### src/rtl/soc_ahb_ram_pkg.sv
// Shared types and constants for the AHB-Lite front end of the single-port FPGA RAM.
package soc_ahb_ram_pkg;

  typedef enum logic [2:0] {
    ST_IDLE   = 3'd0,
    ST_RD     = 3'd1,
    ST_RD_DLY = 3'd2,
    ST_WR     = 3'd3,
    ST_RMW_RD = 3'd4,
    ST_RMW_WR = 3'd5,
    ST_ERR1   = 3'd6,
    ST_ERR2   = 3'd7
  } state_e;

  localparam logic [1:0] HTRANS_NONSEQ = 2'b10;
  localparam logic [1:0] HTRANS_SEQ    = 2'b11;

  localparam logic [2:0] HSIZE_BYTE = 3'd0;
  localparam logic [2:0] HSIZE_HALF = 3'd1;
  localparam logic [2:0] HSIZE_WORD = 3'd2;

  localparam logic RESP_OKAY  = 1'b0;
  localparam logic RESP_ERROR = 1'b1;

  function automatic logic xfer_legal(input logic [2:0] size, input logic [1:0] addr_lo);
    logic ok;
    case (size)
      HSIZE_BYTE: ok = 1'b1;
      HSIZE_HALF: ok = ~addr_lo[0];
      HSIZE_WORD: ok = (addr_lo == 2'b00);
      default:    ok = 1'b0;
    endcase
    return ok;
  endfunction

endpackage

### src/rtl/soc_ahb_ram_merge.sv
// Byte-lane mask from transfer size/offset, and merge of new lanes into the old RAM word.
module soc_ahb_ram_merge
  import soc_ahb_ram_pkg::*;
(
  input  logic [2:0]  size,
  input  logic [1:0]  addr_lo,
  input  logic [31:0] old_data,
  input  logic [31:0] new_data,
  output logic [3:0]  lane_mask,
  output logic [31:0] merged
);

  // Lane mask decode followed by per-lane select; a word transfer replaces every lane.
  always_comb begin
    case (size)
      HSIZE_BYTE: lane_mask = 4'b0001 << addr_lo;
      HSIZE_HALF: lane_mask = addr_lo[1] ? 4'b1100 : 4'b0011;
      HSIZE_WORD: lane_mask = 4'b1111;
      default:    lane_mask = 4'b0000;
    endcase
    merged = old_data;
    for (int i = 0; i < 4; i++) begin
      if (lane_mask[i]) begin
        merged[8*i +: 8] = new_data[8*i +: 8];
      end else begin
        merged[8*i +: 8] = old_data[8*i +: 8];
      end
    end
  end

endmodule

### src/rtl/soc_ahb_ram_ctrl.sv
// AHB-Lite slave driving a single-port RAM: zero-wait reads and word writes,
// sub-word writes as read-modify-write, port conflicts stalled with HREADYOUT.
module soc_ahb_ram_ctrl
  import soc_ahb_ram_pkg::*;
#(
  parameter int ADDRWIDTH = 14
) (
  input  logic                 HCLK,
  input  logic                 HRST,
  input  logic                 HSEL,
  input  logic [31:0]          HADDR,
  input  logic [1:0]           HTRANS,
  input  logic                 HWRITE,
  input  logic [2:0]           HSIZE,
  input  logic [31:0]          HWDATA,
  input  logic                 HREADY,
  output logic [31:0]          HRDATA,
  output logic                 HREADYOUT,
  output logic                 HRESP,
  output logic [ADDRWIDTH-1:0] RamAddr,
  output logic [31:0]          RamWdata,
  output logic                 RamWe,
  input  logic [31:0]          RamRdata
);

  state_e               state_q, state_d;
  logic [ADDRWIDTH-1:0] addr_q, addr_d;
  logic [1:0]           lane_q, lane_d;
  logic [2:0]           size_q, size_d;
  logic                 write_q, write_d;
  logic                 hreadyout_q, hreadyout_d;
  logic                 hresp_q, hresp_d;
  logic                 ram_we_q, ram_we_d;

  logic                 accept_s, legal_s, port_free_s, take_s;
  logic [ADDRWIDTH-1:0] haddr_word_s;
  logic [3:0]           lane_mask_s;
  logic [31:0]          merged_s;
  logic                 unused_s;

  assign haddr_word_s = HADDR[ADDRWIDTH+1:2];
  assign unused_s     = ^{HADDR[31:ADDRWIDTH+2], lane_mask_s};

  // In WR the captured size is a word, so the merge passes HWDATA through untouched.
  soc_ahb_ram_merge u_merge (
    .size      (size_q),
    .addr_lo   (lane_q),
    .old_data  (RamRdata),
    .new_data  (HWDATA),
    .lane_mask (lane_mask_s),
    .merged    (merged_s)
  );

  always_comb begin
    accept_s    = HSEL & HREADY & ((HTRANS == HTRANS_NONSEQ) | (HTRANS == HTRANS_SEQ));
    legal_s     = xfer_legal(HSIZE, HADDR[1:0]);
    port_free_s = (state_q == ST_IDLE) | (state_q == ST_RD) | (state_q == ST_ERR2);
    take_s      = accept_s & (port_free_s | (state_q == ST_WR) | (state_q == ST_RMW_WR));
    if (take_s) begin
      addr_d  = haddr_word_s;
      lane_d  = HADDR[1:0];
      size_d  = HSIZE;
      write_d = HWRITE;
    end else begin
      addr_d  = addr_q;
      lane_d  = lane_q;
      size_d  = size_q;
      write_d = write_q;
    end
  end

  always_comb begin
    state_d = state_q;
    case (state_q)
      ST_RD_DLY: state_d = ST_RD;
      ST_RMW_RD: state_d = ST_RMW_WR;
      ST_ERR1:   state_d = ST_ERR2;
      ST_IDLE, ST_RD, ST_ERR2, ST_WR, ST_RMW_WR: begin
        if (!accept_s) begin
          state_d = ST_IDLE;
        end else if (!legal_s) begin
          state_d = ST_ERR1;
        end else if (!HWRITE) begin
          // A read arriving while the port is writing waits one cycle for its RAM slot.
          state_d = port_free_s ? ST_RD : ST_RD_DLY;
        end else if (HSIZE == HSIZE_WORD) begin
          state_d = ST_WR;
        end else begin
          state_d = ST_RMW_RD;
        end
      end
      default: state_d = ST_IDLE;
    endcase
  end

  always_comb begin
    hreadyout_d = !(state_d inside {ST_RD_DLY, ST_RMW_RD, ST_ERR1});
    hresp_d     = (state_d inside {ST_ERR1, ST_ERR2}) ? RESP_ERROR : RESP_OKAY;
    ram_we_d    = (state_d == ST_WR) | (state_d == ST_RMW_WR);
    RamAddr     = port_free_s ? haddr_word_s : addr_q;
    RamWdata    = merged_s;
    RamWe       = ram_we_q & write_q;
    HRDATA      = (state_q == ST_RD) ? RamRdata : 32'h0000_0000;
    HREADYOUT   = hreadyout_q;
    HRESP       = hresp_q;
  end

  always_ff @(posedge HCLK or posedge HRST) begin
    if (HRST) begin
      state_q     <= ST_IDLE;
      addr_q      <= '0;
      lane_q      <= 2'b00;
      size_q      <= 3'd0;
      write_q     <= 1'b0;
      hreadyout_q <= 1'b1;
      hresp_q     <= RESP_OKAY;
      ram_we_q    <= 1'b0;
    end else begin
      state_q     <= state_d;
      addr_q      <= addr_d;
      lane_q      <= lane_d;
      size_q      <= size_d;
      write_q     <= write_d;
      hreadyout_q <= hreadyout_d;
      hresp_q     <= hresp_d;
      ram_we_q    <= ram_we_d;
    end
  end

endmodule

### config.mk
export PLATFORM = sky130hd
export DESIGN_NAME = soc_ahb_ram_ctrl
export DESIGN_NICKNAME = d
export VERILOG_FILES = /design/src/rtl/soc_ahb_ram_pkg.sv /design/src/rtl/soc_ahb_ram_merge.sv /design/src/rtl/soc_ahb_ram_ctrl.sv
export SDC_FILE = /design/constraint.sdc
export NUM_CORES = 1
export LEC_CHECK = 0
export BUFFER_PORTS_ARGS = -buffer_cell sky130_fd_sc_hd__buf_2
export CORE_AREA = 2 2 77 79
export CTS_CLUSTER_DIAMETER = 60
export DETAILED_ROUTE_END_ITERATION = 7
export DIE_AREA = 0 0 79 81
export GPL_TIMING_DRIVEN = 1
export HOLD_SLACK_MARGIN = 0.1
export PLACE_DENSITY_LB_ADDON = 0.15
export SLEW_MARGIN = 20
export SYNTH_ARGS = -nofsm -noshare
export SYNTH_HDL_FRONTEND = slang
export SYNTH_SLANG_ARGS = --single-unit
### constraint.sdc
create_clock -name HCLK -period 2.06 [get_ports HCLK]
set_input_delay 0.412 -clock HCLK [delete_from_list [all_inputs] [get_ports HCLK]]
set_output_delay 0.412 -clock HCLK [all_outputs]
set_load 0.01 [all_outputs]
==> flow_summary_export.csv <==
group,metric,value,unit
outcome,outcome,"finished, violations left",
outcome,violations,"setup timing",
detailed_routing,drc,0,
power,total_power,5120,uW
clock_tree,htree_levels,1,
global_routing,grt_max_degree,37,
detailed_routing,vias_per_cell,4.91,
clock_tree,numCtsBuffers,3,
worst_setup_path,r2r-end,"lane_q[1]",
logic_synthesis,synth.most_common_cell,"mux2_1",
worst_setup_path,regToRegSetupSlack,0.43,ns
sta,slew_violations,0,
logic_synthesis,synth_fp_nets,285,
sta,setup_viol,31,
power,ir_worst_vdd,774,uV
logic_synthesis,synth-simple-area-share,15.7,%
global_routing,grt_usage,19.4,%
sta,clock.fmax,468,MHz
cells_and_area,fin_util,63.4,%
worst_setup_path,critPathKind,"flip-flop to output pin",
min_path,hold_class,"input pin to asynchronous set/reset pin",
worst_setup_path,crit_fanout,8,
detailed_routing,wl_met3,529,um
clock_tree,holdBufCountCts,0,
logic_synthesis,synth_top_family_by_area,"multiplexers",
worst_setup_path,startpoint,"size_q[0]",
logic_synthesis,synth_top_cell_area_share,30.8,%
power,cellPowerDensity,1420,mW/mm^2
logic_synthesis,syn_area_per_cell,11.4,sq um
sta,slew_headroom,71.8,%
logic_synthesis,yosys-top-cells-count,"43 x mux2_1, 32 x and3_1, 25 x dfrtp_1",
clock_tree,cts_buffer_depth,2,
clock_tree,cts_sinks,26,
cells_and_area,nFillCells,486,
sta,timing.final.ws_setup,-0.0753,ns
floorplanning,dieArea,0.00640,sq mm
global_routing,grt-ovfl-total,0,
detailed_routing,vias,2151,
clock_tree,clk_latency,0.27,ns
sta,tns,-1.42,ns
floorplanning,core,0.00568,sq mm
cells_and_area,final_layout_size_suffix_gt1_share,72.5,%
worst_setup_path,endpoint_kind,"output pin",
logic_synthesis,synthTopCellsByArea,"dfrtp_1 31%, mux2_1 24%, and3_1 9.8%",
cells_and_area,fin_area,0.00360,sq mm
worst_setup_path,r2r-start,"state_q[1]",
worst_setup_path,worstPathArrival,1.72,ns
sta,post-route-period-util,104,%
global_routing,first_global_vias,1940,
logic_synthesis,yosysUniqueCellTypes,38,
sta,skew,0.00385,ns
worst_setup_path,cp_data_required_time,1.65,ns
sta,finalCriticalPeriod,2.14,ns
logic_synthesis,syn_area,0.00203,sq mm
detailed_routing,top_layer_used,"met4",
logic_synthesis,ys_seq_area_share,32.0,%
worst_setup_path,endpoint,"RamWdata[7]",
placed_design,gp_congestion,0.703,
cells_and_area,fin_nets,470,
floorplanning,initial_core_util,35.8,%
detailed_routing,dr.pass1.iters,4,
floorplanning,dieHeight,81,um
logic_synthesis,synth_compound_area_share,8.18,%
placed_design,portBuffers,169,
logic_synthesis,synth_edf_count,0,
placed_design,placed_cells,420,
detailed_routing,final_antenna_net_count,0,
logic_synthesis,synth_flop_cell,"dfrtp_1",
sta,finalHoldViolations,0,
clock_tree,clkSlewWorstSetupHoldPaths,0.09,ns
floorplanning,die_w,79,um
detailed_routing,drt_iter0_drc,43,
global_routing,antenna_found_initial,0,
flow_run,maxCapViolCount,0,
logic_synthesis,syn_inst,179,
logic_synthesis,synth_top_area_cell,"dfrtp_1",
logic_synthesis,synth-seq-cells,26,
placed_design,place_hpwl,5100,um
cells_and_area,fin_cells,438,
clock_tree,cts_root_buf,"clkbuf_8",
logic_synthesis,synthMuxAreaShare,38.9,%
detailed_routing,wl_met1,2650,um
placed_design,dpl_cell_area,0.00298,sq mm
worst_setup_path,reg2reg_depth,5,
detailed_routing,totalWireLength,7020,um
floorplanning,io_pins,187,
sta,tightest_slew,0.419,ns
logic_synthesis,synth-xor-area-share,0.431,%
global_routing,grt_pass1_wl,9730,um
logic_synthesis,synthAdderAreaFrac,0,%
logic_synthesis,async_flop_share,100,%
power,power_leakage,0.00201,uW
detailed_routing,wl_met2,3770,um
worst_setup_path,cp-start-kind,"flip-flop",
floorplanning,row_count,28,
cells_and_area,syn2layout_area_growth,76.9,%
clock_tree,tritoncts,"built",
sta,rsz0062_at_grt,"true",
logic_synthesis,yosys_warnings,0,
cells_and_area,antenna_cells,0,
detailed_routing,wl_per_cell,16.0,um
metal layers:
metal	vias to the layer above	global-route usage, %
met5	-	0
met4	0	4.83
met3	6	4.00
met2	92	37.5
met1	1024	21.8
li1	1029	-
cell type report:
class,count,area [sq um],share of cell area (%)
multi-input combinational,137,1470,40.9
inverter,3,11.3,0.313
timing repair buffer,193,1290,36.0
clock inverter,1,30.0,0.834
tap,75,93.8,2.61
sequential,26,656,18.2
clock buffer,3,41.3,1.15
worst max-delay path, stage by stage, from the launching register on:
cell      delay (ns)
dfrtp_2         0.45
nand2b_4        0.16
nor2b_4         0.13
o21ai_4         0.14
buf_12          0.15
mux2_4          0.31
buf_6           0.12
cells by family after synthesis:
kind of cell           after synthesis
buffers and inverters               17
AO/OA/AOI/OAI                       18
AND/OR/NAND/NOR                     50
multiplexers                        67
XOR/XNOR                             1
flip-flops                          26
layout by cell type, fill, tap and decap left out, drive strengths merged:
cell,netlist,final
a211oi,2,2
a21oi,2,2
a22o,1,1
a22oi,1,1
and2,2,2
and3,32,32
buf,8,193
bufinv,0,1
clkbuf,6,3
dfrtp,25,25
dfstp,1,1
inv,3,3
mux2,66,66
mux2i,1,1
nand2b,1,1
nand3,3,3
nor2,5,5
nor2b,3,3
nor3,2,2
nor3b,1,1
nor4b,1,1
o21ai,7,8
o21ba,1,1
o21bai,2,2
o22ai,1,1
o31a,1,1
xnor2,1,1
timing repair:
item                       CTS  global route
gates cloned                 1             0
setup endpoints to repair   46            73
resized for setup           50            27
pin swaps                    4             3
setup buffers                8             8
stage by stage:
| stage | worst slack, ns | hold slack (ns) |
|---|---|---|
| after floorplan | 0.255 | 0.450 |
| after global placement | 0.0965 | 0.466 |
| after detailed placement | 0.108 | 0.471 |
| after CTS | -0.0965 | 0.187 |
| after global routing | -0.162 | 0.222 |
| final | -0.0753 | 0.179 |
power by group:
group          internal (uW)  total, uW  leakage (uW)  switching, uW
Sequential               756        931      0.000309            175
Combinational           2190       3770       0.00167           1590
Clock                    260        416     0.0000357            156
Total                   3200       5120       0.00201           1920
how the worst min path moves through the flow:
stage                          start    endpoint  slack, ns
after detailed placement  addr_q[11]  addr_q[11]       0.47
after global routing            HRST   addr_q[9]       0.22
final                           HRST       HRESP       0.18
after CTS                       HRST   addr_q[9]       0.19
after global placement    addr_q[10]  addr_q[10]       0.47
after floorplan                 HRST       HRESP       0.45
registers in the layout, indices dropped and copies added, names as in the netlist:
name / cells
HRESP: 1
size_q: 3
lane_q: 2
addr_q: 14
HREADYOUT: 1
state_q: 3
write_q: 1
ram_we_q: 1
No activity file was read; power rests on OpenSTA's default activity.
